<file path="src/rtl/tribus_arb.sv">
// Round-robin owner arbiter for a shared tristate net: one-hot-or-zero driver
// enables, a programmable all-off dead time between owners, and a keeper hint.
module tribus_arb #(
  parameter int N        = 4,
  parameter int DEAD_CYC = 1,
  parameter int HOLD_MAX = 16,
  localparam int NW = (N > 1) ? $clog2(N) : 1,
  localparam int TW = (HOLD_MAX > 0) ? $clog2(HOLD_MAX + 1) : 1
) (
  input  logic          CLK,
  input  logic          RN,
  input  logic [N-1:0]  REQ,
  output logic [N-1:0]  GNT,
  output logic [N-1:0]  EN,
  output logic          FLOAT,
  output logic [NW-1:0] OWNER
);

  localparam logic [1:0] S_IDLE = 2'd0;
  localparam logic [1:0] S_OWN  = 2'd1;
  localparam logic [1:0] S_DEAD = 2'd2;

  logic [1:0]    r_state;
  logic [NW-1:0] r_ptr;
  logic [NW-1:0] r_owner;
  logic [N-1:0]  r_gnt;
  logic          r_flt;
  logic [3:0]    r_dcnt;
  logic [TW-1:0] r_ten;

  logic [N-1:0]  w_rot;
  logic          w_hit;
  logic [NW-1:0] w_off;
  logic [NW:0]   w_sum;
  logic [NW-1:0] w_win;
  logic [NW-1:0] w_nptr;
  logic [N-1:0]  w_onehot;
  logic          w_rel;
  logic          w_arb;

  // Rotate requests so bit 0 is the pointer position; the first set bit is the winner offset.
  assign w_rot = N'({REQ, REQ} >> r_ptr);

  always_comb begin
    w_hit = |w_rot;
    w_off = '0;
    for (int j = N - 1; j >= 0; j--)
      if (w_rot[j]) w_off = NW'(j);
  end

  assign w_sum    = {1'b0, r_ptr} + {1'b0, w_off};
  assign w_win    = (w_sum >= (NW+1)'(N)) ? NW'(w_sum - (NW+1)'(N)) : NW'(w_sum);
  assign w_nptr   = (w_win == NW'(N - 1)) ? '0 : w_win + 1'b1;
  assign w_onehot = N'(1) << w_win;

  assign w_rel = !REQ[r_owner] || ((HOLD_MAX != 0) && (r_ten == TW'(HOLD_MAX)));
  // Anything other than OWN or a still-counting DEAD arbitrates, which also recovers an illegal state.
  assign w_arb = (r_state != S_OWN) && !((r_state == S_DEAD) && (r_dcnt != 4'd0));

  always_ff @(posedge CLK or negedge RN) begin
    if (!RN) begin
      r_state <= S_IDLE;
      r_ptr   <= '0;
      r_owner <= '0;
      r_gnt   <= '0;
      r_flt   <= 1'b1;
      r_dcnt  <= 4'd0;
      r_ten   <= '0;
    end else if (r_state == S_OWN) begin
      if (w_rel) begin
        r_state <= S_DEAD;
        r_gnt   <= '0;
        r_flt   <= 1'b1;
        r_owner <= '0;
        r_dcnt  <= 4'(DEAD_CYC - 1);
      end else if (r_ten != '1) begin
        r_ten <= r_ten + 1'b1;
      end
    end else if (!w_arb) begin
      r_dcnt <= r_dcnt - 4'd1;
    end else if (w_hit) begin
      r_state <= S_OWN;
      r_gnt   <= w_onehot;
      r_flt   <= 1'b0;
      r_owner <= w_win;
      r_ten   <= TW'(1);
      r_ptr   <= w_nptr;
    end else begin
      r_state <= S_IDLE;
    end
  end

  assign GNT   = r_gnt;
  assign EN    = r_gnt;
  assign FLOAT = r_flt;
  assign OWNER = r_owner;

endmodule

</file>
<file path="config.mk">
export PLATFORM = sky130hd
export DESIGN_NAME = tribus_arb
export DESIGN_NICKNAME = d
export VERILOG_FILES = /design/src/rtl/tribus_arb.sv
export SDC_FILE = /design/constraint.sdc
export NUM_CORES = 1
export LEC_CHECK = 0
export ABC_AREA = 1
export BUFFER_PORTS_ARGS = -buffer_cell sky130_fd_sc_hd__buf_4
export CAP_MARGIN = 25
export CORE_MARGIN = 2
export CORE_UTILIZATION = 30
export DETAILED_ROUTE_END_ITERATION = 8
export PLACE_DENSITY_LB_ADDON = 0.15
export SLEW_MARGIN = 30
export SYNTH_ARGS = -nofsm -noshare
export SYNTH_HDL_FRONTEND = slang
export SYNTH_SLANG_ARGS = --single-unit
</file>
<file path="constraint.sdc">
create_clock -name CLK -period 2.6 [get_ports CLK]
set_input_delay 0.39 -clock CLK [delete_from_list [all_inputs] [get_ports CLK]]
set_output_delay 0.39 -clock CLK [all_outputs]
set_load 0.01 [all_outputs]
</file>
* Word-level counts from Yosys, hierarchy flattened
Cells that the tools add are included.
** Word-level totals
- Bits in registers :: 20
- Output and inout bits :: 11
- ROM bits :: 0
- Memories :: 0
- Bits in latches :: 0
- Input bits :: 6
- Bits in writable memories :: 0
- Word-level logic and storage cells :: 72
** Cells by class
- Equality and inequality tests :: 10
- $mul :: 0
- Bitwise operators :: 1
- Shifts and indexed selects :: 2
- Muxes and demuxes :: 31
- Add/sub/neg operators :: 5
- Reductions and logical operators :: 14
- Order comparisons :: 2
- Div/mod/pow operators :: 0
** Operator list (number)
- $mux 2 :: 13
- $mux 5 :: 5
- $mux 4 :: 6
- $shr 8x2->4 :: 1
- $mux 1 :: 6
- $ne 2x1->1 const B :: 3
- $reduce_and 3->1 :: 2
- $add 5x1->5 const B :: 1
- $eq 5x5->1 const B :: 1
- $ne 5x5->1 const B :: 1
- $eq 2x2->1 const B :: 2
- $ne 2x2->1 const B :: 2
- $reduce_and 2->1 :: 2
- $reduce_and 4->1 :: 1
- $reduce_bool 2->1 :: 2
- $reduce_bool 4->1 :: 1
- $reduce_or 4->1 :: 1
- $shl 1x2->4 const A :: 1
- $sub 4x1->4 const B :: 1
- $add 2x2->3 :: 1
- $ge 3x3->1 const B :: 1
- $lt 2x3->1 const B :: 1
- $add 2x1->2 const B :: 1
- $bmux 1 s2 :: 1
- other kinds (6) :: 8

* Logic depth before layout (Yosys ltp)
Gate-level depths: netlist of run 1.
- Depth in word-level cells :: 12
- Mapped depth :: 15
- Mapped depth without buffers :: 15

* Least setup slack after synthesis of run 1
OpenSTA, ideal clock, no wires.
- Kind :: flip-flop to flip-flop
- Start :: register r_ptr[0]
- End :: register r_ptr[1]
- Library setup time :: 0.125 ns
- Data required time :: 2.475 ns
- Arrival :: 1.824 ns
- Clock period less this slack :: 1.949 ns
- Setup slack :: 0.651 ns
- Cell stages (with the launch flop) :: 15
- Buffers on the path :: 0
- Path through :: dfrtp_1 > inv_2 > nand2_1 > nand3_1 > nand2_2 > nand3_1 > a21boi_0 > ha_1 > xor2_1 > inv_1 > nand3_1 > nand2_1 > ha_1 > nand2_1 > o21ai_1
** Between the ends
- Cells in the longest elaborated chain, start to end :: 10
- Elaborated cells between the ends (all ways) :: 14
- Those cells by class :: 3 x add/sub; 1 x order compare; 1 x eq/ne; 1 x shift; 6 x mux; 2 x reduce/logical
** Ends and longest elaborated chain
- start: declaration :: line 24 : logic [NW-1:0] r_ptr;
- start signal: assignment :: line 87 : r_ptr <= w_nptr;
- $shr 8x2->4 :: line 42 : assign w_rot = N'({REQ, REQ} >> r_ptr);
- $mux 2 (4 in series) :: line 48 : if (w_rot[j]) w_off = NW'(j);
- $add 2x2->3 * :: line 51 : assign w_sum = {1'b0, r_ptr} + {1'b0, w_off};
- $ge 3x3->1 / $sub 2x1->2 (equally long branches) :: line 52 : assign w_win = (w_sum >= (NW+1)'(N)) ? NW'(w_sum - (NW+1)'(N)) : NW'(w_sum);
- $mux 2 * :: line 52
- $add 2x1->2 / $eq 2x2->1 (equally long branches) :: line 53 : assign w_nptr = (w_win == NW'(N - 1)) ? '0 : w_win + 1'b1;
- $mux 2 * :: line 53
- net w_nptr[1] :: line 36 : logic [NW-1:0] w_nptr;
The timed path passes the listed nets; every way through them passes the cells marked *.
A chain may end at the register's enable or synchronous reset.

* Final worst setup path of run 1
Ends and elaborated chain as after synthesis.

==> results of run 1 <==
layer usage:
metal | vias to the layer above | wire length (um) | GRT usage (%)
met5 | - | 0 | 0
met4 | 0 | 57 | 6.618
met3 | 5 | 66 | 1.461
met2 | 13 | 1310 | 24.16
met1 | 529 | 1173 | 15.49
li1 | 570 | - | -
metrics by stage:
| step | hold slack (ns) | std cells |
|---|---|---|
| floorplan | 0.09441 | 170 |
| global placement | 0.2870 | 232 |
| detailed placement | 0.2909 | 232 |
| CTS | 0.006856 | 236 |
| global route | 0.004179 | 236 |
| finish | -0.003722 | 236 |
synth_stat cells (all sizes together):
master	instances	area share, %
a21boi	1	0.59
a21oi	2	0.79
buf	5	2.8
dfrtp	19	38
dfstp	1	2.1
ha	7	6.9
inv	25	7.4
nand2	62	19
nand3	22	10
nand3b	1	0.59
nand4	5	2.5
nor2	7	2.9
nor3	3	1.2
o21ai	5	2.0
o22ai	1	0.50
o31ai	1	0.59
xor2	3	2.1
state kept, by name, indices dropped and copies added, names as in the netlist:
register and count:
r_ten 5, EN 4, r_dcnt 4, OWNER 2, r_ptr 2, r_state 2
FLOAT 1
layout by cell type (no fill, tap or decap), types with 2 or more instances in the layout:
master | synthesis | final
a21oi_1 | 2 | 2
buf_4 | 4 | 17
clkbuf_8 | 0 | 4
dfrtp_1 | 19 | 19
ha_1 | 7 | 7
inv_1 | 22 | 22
inv_2 | 3 | 3
nand2_1 | 59 | 59
nand2_2 | 2 | 2
nand3_1 | 20 | 20
nand4_1 | 5 | 5
nor2_1 | 5 | 5
nor3_1 | 3 | 3
o21ai_0 | 2 | 2
o21ai_1 | 3 | 3
xor2_1 | 3 | 3
worst paths after layout:
| kind | from | to | slack (ns) |
|---|---|---|---|
| setup / recovery | r_ptr[0]$_DFFE_PN0P_ | r_ptr[1]$_DFFE_PN0P_ | 0.39 |
| hold / removal | RN | r_dcnt[0]$_DFFE_PN0P_ | -0.004 |
| setup reg to reg | r_ptr[0]$_DFFE_PN0P_ | r_ptr[1]$_DFFE_PN0P_ | 0.39 |
| hold reg to reg | FLOAT$_DFFE_PN1P_ | FLOAT$_DFFE_PN1P_ | 0.47 |
| max in group asynchronous | RN | FLOAT$_DFFE_PN1P_ | 2.34 |
| min in group CLK | FLOAT$_DFFE_PN1P_ | FLOAT$_DFFE_PN1P_ | 0.47 |
power by group through the flow:
stage	sequential (mW)	clock, mW	combinational, mW
6_report	0.540	0.239	1.15
5_1_grt	0.560	0.262	1.36
4_1_cts	0.542	0.246	1.16
3_5_place_dp	0.548	0	1.16
3_3_place_gp	0.541	0	1.13
2_1_floorplan	0.545	0	0.871
final cells by class:
type	instances	area share [%]
multi-input cells	120	42.95
well taps	50	4.244
clock buffers	4	3.735
inverters	25	6.367
flip-flops and latches	20	34.04
repair buffers	17	8.659
logic make-up after synthesis:
kind of cell / count (synthesis) / synth area share, %
buf+inv: 30 / 10.20
xor+xnor: 3 / 2.080
compound gates: 10 / 4.456
fa+ha+maj: 7 / 6.930
flops: 20 / 39.70
simple gates: 100 / 36.63
==> results.md, run 1 <==
* Outcome: complete, but fails checks
* Failing checks: negative hold slack
* Sink Count at 20
* Total inserted antenna cells at 0
* Yosys cell types at 26
* Post-Syn Instances at 170
* Max Cap Viol at 0
* CP endpoint kind: flop
* IO Port Bufs at 16
* Final ANT Viol Nets at 0
* Clock share of power at 12.4%
* Via/cell ratio at 4.733
* Residual DRC at 0
* Setup tns final at 0 ns
* F_max at 0.4532 GHz
* Register area at 501.7 um2
* Die height at 68.90 um
* Clk_lat worst skew at 0.26 ns
* R2R cell count at 14
* Leak at 0.8166 nW
* Seq pwr share at 28.0%
* Rel. slew slack at 81.42%
* Switching Share at 47.69%
* Final core occ at 36.58%
* Hold slack final at -0.003722 ns
* I/O pin count at 17
* Final Cell Area at 1474 um2
* Crit path cell chain: inv_2, nand2_1, nand3_1, nand2_2, nand3_1, a21boi_0, ha_1, xor2_1, inv_1, nand3_1, nand2_1, ha_1, nand2_1, o21ai_1
* Max stage delay cell, worst path: dfrtp_1
* Chip Width at 68.90 um
* GRT Residual Overflow at 0
* Cell Area, Placed at 1419 um2
* Critical Path Start Type: flop
* Post-cts sizing count at 0
* Maximum root-to-sink buffer count at 2
* Gr usage total at 13.34%
* First-pass GRT wire length at 4.754 mm
* Routability Congestion at 0.7692
* CP peak stage delay at 0.45 ns
* Setup WS pre-CTS at 0.4213 ns
* Initial core utilization at 31.37%
* Core box area at 4029 um2
* Row count at 23
* Layout cells sized above 1 at 17.20%
* YS warnings at 0
* Tcrit/Tclk final at 84.87%
* Max H-tree Level at 1
* Area grow syn2layout at 16.63%
* Setup Buffers After CTS at 0
* Clock tree from TritonCTS: done
* Reg clk slew, reported paths at 0.07 ns
* Clk root buf: clkbuf_8
* Total power at 1.927 mW
* Fin. max-slew vios at 0
* NetSw at 919.1 uW
* Vias in the first global route at 1118
* Hold buffer count at CTS at 0
* Worst Tran Pin Value at 0.2776 ns
* HPWL Detailed at 2.068 mm
* Number of synthesized register bits at 20
* Worst endpoint required time at 2.74 ns
* Syn avg cell area at 7.434 um2
* Tmin final at 2.207 ns
* Footprint of the multi-input gates at 633.1 um2
* Sequential fraction of the synthesis area at 39.70%
* Gate power share at 59.6%
* Worst path bufs/invs at 2
* Fin worst setup slack at 0.3934 ns
* Max Clock Skew at 0.0009892 ns
* Starting DRT DRC Count at 31
* Cell depth of the worst setup path at 14
* Pwr dens at 1307 nW/um2
* Fin. Hold Viols at 15
* Cell area after synthesis at 1264 um2
* Arr. time, crit path at 2.35 ns
* Largest net degree at the start of global routing at 21
* WL per Instance at 11.05 um
* Internal at 1.008 mW
* Setup Crit Path Kind: reg2reg
* Die Area at 4747 um2
* Vias at 1117
* Fin nets at 200
* RSZ-0062 raised after global routing: false
* Max VDD drop at 0.4198 mV
* Initial antenna violation count at 0
* Maximum fanout along the worst path at 6
* Syn_nets at 183
* Post-Route WL at 2.607 mm
* Cts bufs inserted at 3
* Delay-heaviest family, CP: simple AND/OR/NAND/NOR gates
* Finish-stage setup viols at 0
* 1st-pass router iterations at 4
* Fill cells at 441
* Tightest Hold Check Type: in2async
Power figures use the tool's default switching activity.
==> run 2: changes to the inputs <==
Clock period 2.6 ns to 2 ns, I/O delays scaled along.
==> results.md, run 2 (synthesis gave the netlist of run 1 again) <==
* R2R Setup Slk at 0.05 ns (-0.35 ns)
* Cts bufs inserted at 3 (unchanged)
* Clk_lat worst skew at 0.27 ns (about the same)
* Rel. slew slack at 81.36% (about the same)
* Footprint of the multi-input gates at 709.4 um2 (+12%)
* Fin nets at 210 (+5.0%)
* Largest register FFs at 5 (unchanged)
* Core box area at 4029 um2 (unchanged)
* Die height at 68.90 um (unchanged)
* Layout cells sized above 1 at 31.12% (+14 points)
* Finish-stage setup viols at 0 (unchanged)
* Sink Count at 20 (unchanged)
* Initial antenna violation count at 0 (unchanged)
* I/O pin count at 17 (unchanged)
* Via/cell ratio at 4.695 (-0.80%)
* Clk root buf: clkbuf_8
* Maximum fanout along the worst path at 6 (unchanged)
* First-pass GRT wire length at 4.857 mm (+2.2%)
* Initial core utilization at 31.37% (unchanged)
* Residual DRC at 0 (unchanged)
* RSZ-0062 raised after global routing: true
* Final ANT Viol Nets at 0 (unchanged)
* Max VDD drop at 0.5234 mV (+25%)
* Leak at 0.8755 nW (+7.2%)
* Tcrit/Tclk final at 97.62% (+13 points)
* Critical Path Start Type: flop
* Max Cap Viol at 0 (unchanged)
* 1st-pass router iterations at 4 (unchanged)
* Gr usage total at 13.99% (+0.65 points)
* Arr. time, crit path at 2.14 ns (-0.21 ns)
* Area grow syn2layout at 29.21%
* Most frequent cells in the layout: nand2_1, buf_4, inv_1, dfrtp_1, nand3_1
* Fin. max-slew vios at 0 (unchanged)
* Maximum root-to-sink buffer count at 2 (unchanged)
* Post-Route WL at 2.946 mm (+13%)
* Pwr dens at 1761 nW/um2 (+35%)
* Worst endpoint required time at 2.19 ns (-0.55 ns)
* Setup WS pre-CTS at -0.08967 ns (-0.5109 ns)
* Die Area at 4747 um2 (unchanged)
* IO Port Bufs at 16 (unchanged)
* Row count at 23 (unchanged)
* Reg clk slew, reported paths at 0.08 ns (about the same)
* HPWL Detailed at 2.163 mm (+4.6%)
* CP endpoint kind: flop
* Max H-tree Level at 1 (unchanged)
* R2R cell count at 14 (unchanged)
* Routability Congestion at 0.8827 (+15%)
* Clock tree from TritonCTS: done
* Starting DRT DRC Count at 27 (-13%)
* Most common library cell in the layout ignoring fill and taps: nand2_1
* Tightest Hold Check Type: in2async
* Reg2reg start: r_ptr[0]$_DFFE_PN0P_
* Vias in the first global route at 1131 (+1.2%)
* Worst Tran Pin Value at 0.2786 ns (+0.0009476 ns)
* Fill cells at 413 (-6.3%)
* Fin. Hold Viols at 0 (-15)
* Tmin final at 1.952 ns (-0.2542 ns)
* Total inserted antenna cells at 0 (unchanged)
* WL per Instance at 11.98 um (+8.4%)
* F_max at 0.5122 GHz (+13%)
* Most flops, register: r_ten
* Fin worst setup slack at 0.04766 ns (-0.3458 ns)
* Register area at 504.2 um2 (+0.50%)
* Vias at 1155 (+3.4%)
* Max Clock Skew at 0.006982 ns (+0.005993 ns)
* Setup Crit Path Kind: reg2reg
* GRT Residual Overflow at 0 (unchanged)
* Chip Width at 68.90 um (unchanged)
* Largest net degree at the start of global routing at 21 (unchanged)
* Outcome: finished, final reports clean
* Critical R2R Capture: r_ptr[0]$_DFFE_PN0P_
* Hold slack final at 0.4429 ns (+0.4467 ns)
## run 2: changes by cell type in the layout (fill, tap and decap cells not counted), moves of 2 or more
cell | before | now
buf_4 | 17 | 26
nand2_1 | 59 | 52
nand2_2 | 2 | 9
nand3_1 | 20 | 14
nand3_2 | 1 | 7
dfrtp_1 | 19 | 17
dfrtp_2 | 0 | 2
ha_1 | 7 | 5
## run 2: timing repair
item                       in CTS  in global routing
hold buffers                    1                  0
resized for setup              14                  9
gates cloned                    0                  0
setup endpoints to repair       3                  7
pin swaps                       5                  4
setup buffers                   3                  1
hold endpoints to repair       19                  0
## run 2: layout make-up
class                   instances  share of cell area [%]
multi-input cells             120                   43.45
flip-flops and latches         20                   30.88
repair buffers                 27                   12.57
inverters                      25                   5.900
well taps                      50                   3.831
clock buffers                   4                   3.372
## run 2: metrics by stage
| step | power [mW] | utilization, % | std cells | instance area, um2 | TNS, ns |
|---|---|---|---|---|---|
| 5_1_grt | 3.205 | 40.53 | 246 | 1633 | -0.3550 |
| 3_5_place_dp | 2.325 | 36.15 | 237 | 1456 | -0.1890 |
| 2_1_floorplan | 1.841 | - | 170 | 1264 | 0 |
| 4_1_cts | 2.837 | 39.60 | 245 | 1595 | -0.03114 |
| 6_report | 2.876 | 40.53 | 246 | 1633 | 0 |
| 3_3_place_gp | 2.267 | 36.15 | 237 | 1456 | -0.01154 |
## run 2: power breakdown
group | internal (mW) | switching (mW) | leakage (nW)
logic | 0.782 | 1.07 | 0.594
clock network | 0.176 | 0.142 | 0.0288
registers | 0.581 | 0.129 | 0.253
## run 2: critical path, cell delays in order, from the launching register on
cell and delay [ns]:
dfrtp_2 0.47, nand2_2 0.12, nand3_2 0.08, nand2_2 0.08
nand3_2 0.06, a21boi_2 0.12, ha_2 0.20, xor2_2 0.15
inv_1 0.07, nand3_2 0.07, nand2_2 0.07, ha_4 0.16
nor2_2 0.09, nand2_1 0.05, o21ai_1 0.08
## run 2: metal layers
metal  GRT usage (%)  vias to the layer above  part of all wire, %
met4           6.618                        0                  2.2
met1           15.30                      539                   41
met5               0                        -                    0
met2           27.04                       17                   54
li1                -                      594                    -
met3          0.9740                        5                  2.6
## run 2: worst max path at each step
stage | startpoint | end | slack [ns]
finish | r_ptr[0]$_DFFE_PN0P_ | r_ptr[0]$_DFFE_PN0P_ | 0.05
floorplan | r_ptr[0]$_DFFE_PN0P_ | r_ptr[1]$_DFFE_PN0P_ | 0.05
global placement | r_ptr[1]$_DFFE_PN0P_ | r_ptr[1]$_DFFE_PN0P_ | -0.01
global route | r_ptr[0]$_DFFE_PN0P_ | r_ptr[0]$_DFFE_PN0P_ | -0.11
CTS | r_ptr[0]$_DFFE_PN0P_ | r_ptr[0]$_DFFE_PN0P_ | -0.02
detailed placement | r_ptr[1]$_DFFE_PN0P_ | r_ptr[1]$_DFFE_PN0P_ | -0.09
==> run 3: changes to the inputs <==
Settings changed: REMOVE_ABC_BUFFERS set to 1.
==> results.md, run 3 (synthesis gave the netlist of run 1 again) <==
* Most flops, register: r_ten
* Fin worst setup slack at -0.02058 ns (-0.06824 ns)
* Layout cells sized above 1 at 28.50% (-2.6 points)
* Pwr dens at 1732 nW/um2 (-1.6%)
* Critical Path Start Type: flop
* RSZ-0062 raised after global routing: true
* Die height at 68.90 um (unchanged)
* Largest register FFs at 5 (unchanged)
* Finish-stage setup viols at 1 (+1)
* Crit path from: r_ptr[0]$_DFFE_PN0P_
* Via/cell ratio at 4.695 (about the same)
* Clock tree from TritonCTS: done
* Critical R2R Capture: r_ptr[1]$_DFFE_PN0P_
* Worst endpoint required time at 2.19 ns (about the same)
* Rel. slew slack at 77.64% (-3.7 points)
* HPWL Detailed at 1.998 mm (-7.6%)
* NetSw at 1.288 mW (-3.7%)
* Fin. Hold Viols at 0 (unchanged)
* Switching Share at 46.70% (+0.20 points)
* Tightest Hold Check Type: in2async
* F_max at 0.4949 GHz (-3.4%)
* Sink Count at 20 (unchanged)
* Cell Area, Placed at 1434 um2 (-1.5%)
* Max H-tree Level at 1 (unchanged)
* 1st-pass router iterations at 4 (unchanged)
* Failing checks: negative setup slack
* Routability Congestion at 0.8275 (-6.3%)
* Initial antenna violation count at 0 (unchanged)
* Max Clock Skew at 0.004436 ns (-0.002546 ns)
* Worst Tran Pin Value at 0.3341 ns (+0.05552 ns)
* Area grow syn2layout at 25.94%
* GRT Residual Overflow at 0 (unchanged)
* Fill cells at 427 (+3.4%)
* Gr usage total at 13.42% (-0.57 points)
* Tcrit/Tclk final at 101.0% (+3.4 points)
* Max Cap Viol at 0 (unchanged)
* Reg clk slew, reported paths at 0.08 ns (about the same)
* Gate power share at 63.0% (-1.3 points)
* CP endpoint kind: flop
* Post-Route WL at 2.796 mm (-5.1%)
* Leak at 0.8575 nW (-2.1%)
* I/O pin count at 17 (unchanged)
* Most frequent cells in the layout: nand2_1, buf_4, inv_1, dfrtp_1, nand3_1
* R2R Setup Slk at -0.02 ns (-0.07 ns)
* Outcome: complete, but fails checks
* Setup Crit Path Kind: reg2reg
* R2R cell count at 13 (-1)
* Met2 Track Usage GR at 23.32% (-3.7 points)
* Vias in the first global route at 1104 (-2.4%)
* Setup crit end: r_ptr[1]$_DFFE_PN0P_
* Setup WS pre-CTS at -0.07106 ns (+0.01860 ns)
* Largest net degree at the start of global routing at 21 (unchanged)
* Arr. time, crit path at 2.21 ns (+0.07 ns)
* Cts bufs inserted at 3 (unchanged)
* Initial core utilization at 31.37% (unchanged)
* Final Cell Area at 1592 um2 (-2.5%)
* WL per Instance at 11.51 um (-3.9%)
* Residual DRC at 0 (unchanged)
* Seq pwr share at 25.6% (+0.9 points)
* Chip Width at 68.90 um (unchanged)
* Fin. max-slew vios at 0 (unchanged)
* Maximum fanout along the worst path at 5 (-1)
* Tmin final at 2.021 ns (+0.06824 ns)
* Maximum root-to-sink buffer count at 2 (unchanged)
* Final ANT Viol Nets at 0 (unchanged)
* Clk root buf: clkbuf_8
* Reg2reg start: r_ptr[0]$_DFFE_PN0P_
* Gr busiest metal: met2
* Most common library cell in the layout ignoring fill and taps: nand2_1
* Internal at 1.470 mW (-4.5%)
* Vias at 1141 (-1.2%)
* Clock share of power at 11.4% (+0.4 points)
* Met1 Use GR at 16.72% (+1.4 points)
* Die Area at 4747 um2 (unchanged)
* Met3 global-route usage at 1.948% (+0.97 points)
* Setup tns final at -0.02058 ns (-0.02058 ns)
* First-pass GRT wire length at 4.767 mm (-1.9%)
* Starting DRT DRC Count at 31 (+15%)
* Clk_lat worst skew at 0.26 ns (about the same)
* Fin nets at 207 (-1.4%)
* IO Port Bufs at 16 (unchanged)
* Max VDD drop at 0.7909 mV (+51%)
* Total inserted antenna cells at 0 (unchanged)
* Row count at 23 (unchanged)
* Core box area at 4029 um2 (unchanged)
## run 3: worst min-delay path by stage
stage,endpoint,slack [ns],cells past startpoint
after CTS,r_dcnt[3]$_DFFE_PN0P_,0.46,2
after global routing,r_dcnt[1]$_DFFE_PN0P_,0.48,2
after global placement,r_dcnt[3]$_DFFE_PN0P_,0.20,1
after detailed placement,r_dcnt[3]$_DFFE_PN0P_,0.20,1
after floorplan,EN[0]$_DFFE_PN0P_,0.004,0
final,r_dcnt[3]$_DFFE_PN0P_,0.45,2
## run 3: layout make-up
class / count / area (um2) / area share, %
Multi-Input combinational cell: 120 / 686.9 / 43.16
Clock buffer: 4 / 55.05 / 3.459
Tap cell: 50 / 62.56 / 3.931
Timing Repair Buffer: 24 / 186.4 / 11.71
Sequential cell: 20 / 504.2 / 31.68
Inverter: 25 / 96.34 / 6.053
## run 3: metal layers
layer  part of all wire [%]  up-vias
met3                    2.7        2
met1                     46      548
met4                   0.89        0
met5                      0        -
met2                     51        9
li1                       -      582
## run 3: power by group through the flow
stage	sequential (mW)	clock (mW)	combinational (mW)
finish	0.706	0.313	1.74
global route	0.730	0.340	1.99
CTS	0.698	0.329	1.67
detailed placement	0.708	0	1.55
global placement	0.701	0	1.53
floorplan	0.722	0	1.08
## run 3: per-stage QoR
step           power [mW]  utilization, %  std cells  hold WS, ns
2_1_floorplan       1.805               -        165     0.004409
3_3_place_gp        2.233           35.59        234       0.1986
3_5_place_dp        2.259           35.59        234       0.2020
4_1_cts             2.699           38.76        243       0.4572
5_1_grt             3.060           39.50        243       0.4798
6_report            2.757           39.50        243       0.4520
## run 3: critical path, cell delays in order (launching register included)
cell      delay, ns
dfrtp_2        0.44
buf_6          0.12
nand2_1        0.08
nand3_1        0.11
nand2_2        0.07
a21boi_2       0.13
ha_2           0.20
xor2_2         0.17
inv_1          0.06
nand3_1        0.09
nand2_2        0.06
ha_2           0.30
nand2_1        0.04
o21ai_1        0.07
## run 3: what timing repair did
| action | 4_1_cts | 5_1_grt |
|---|---|---|
| hold buffers | 1 | 0 |
| buffers inserted | 4 | 0 |
| endpoints found under the hold margin | 19 | 0 |
| endpoints found under the setup margin | 3 | 7 |
| resized for setup | 10 | 10 |
| pin swaps | 6 | 5 |
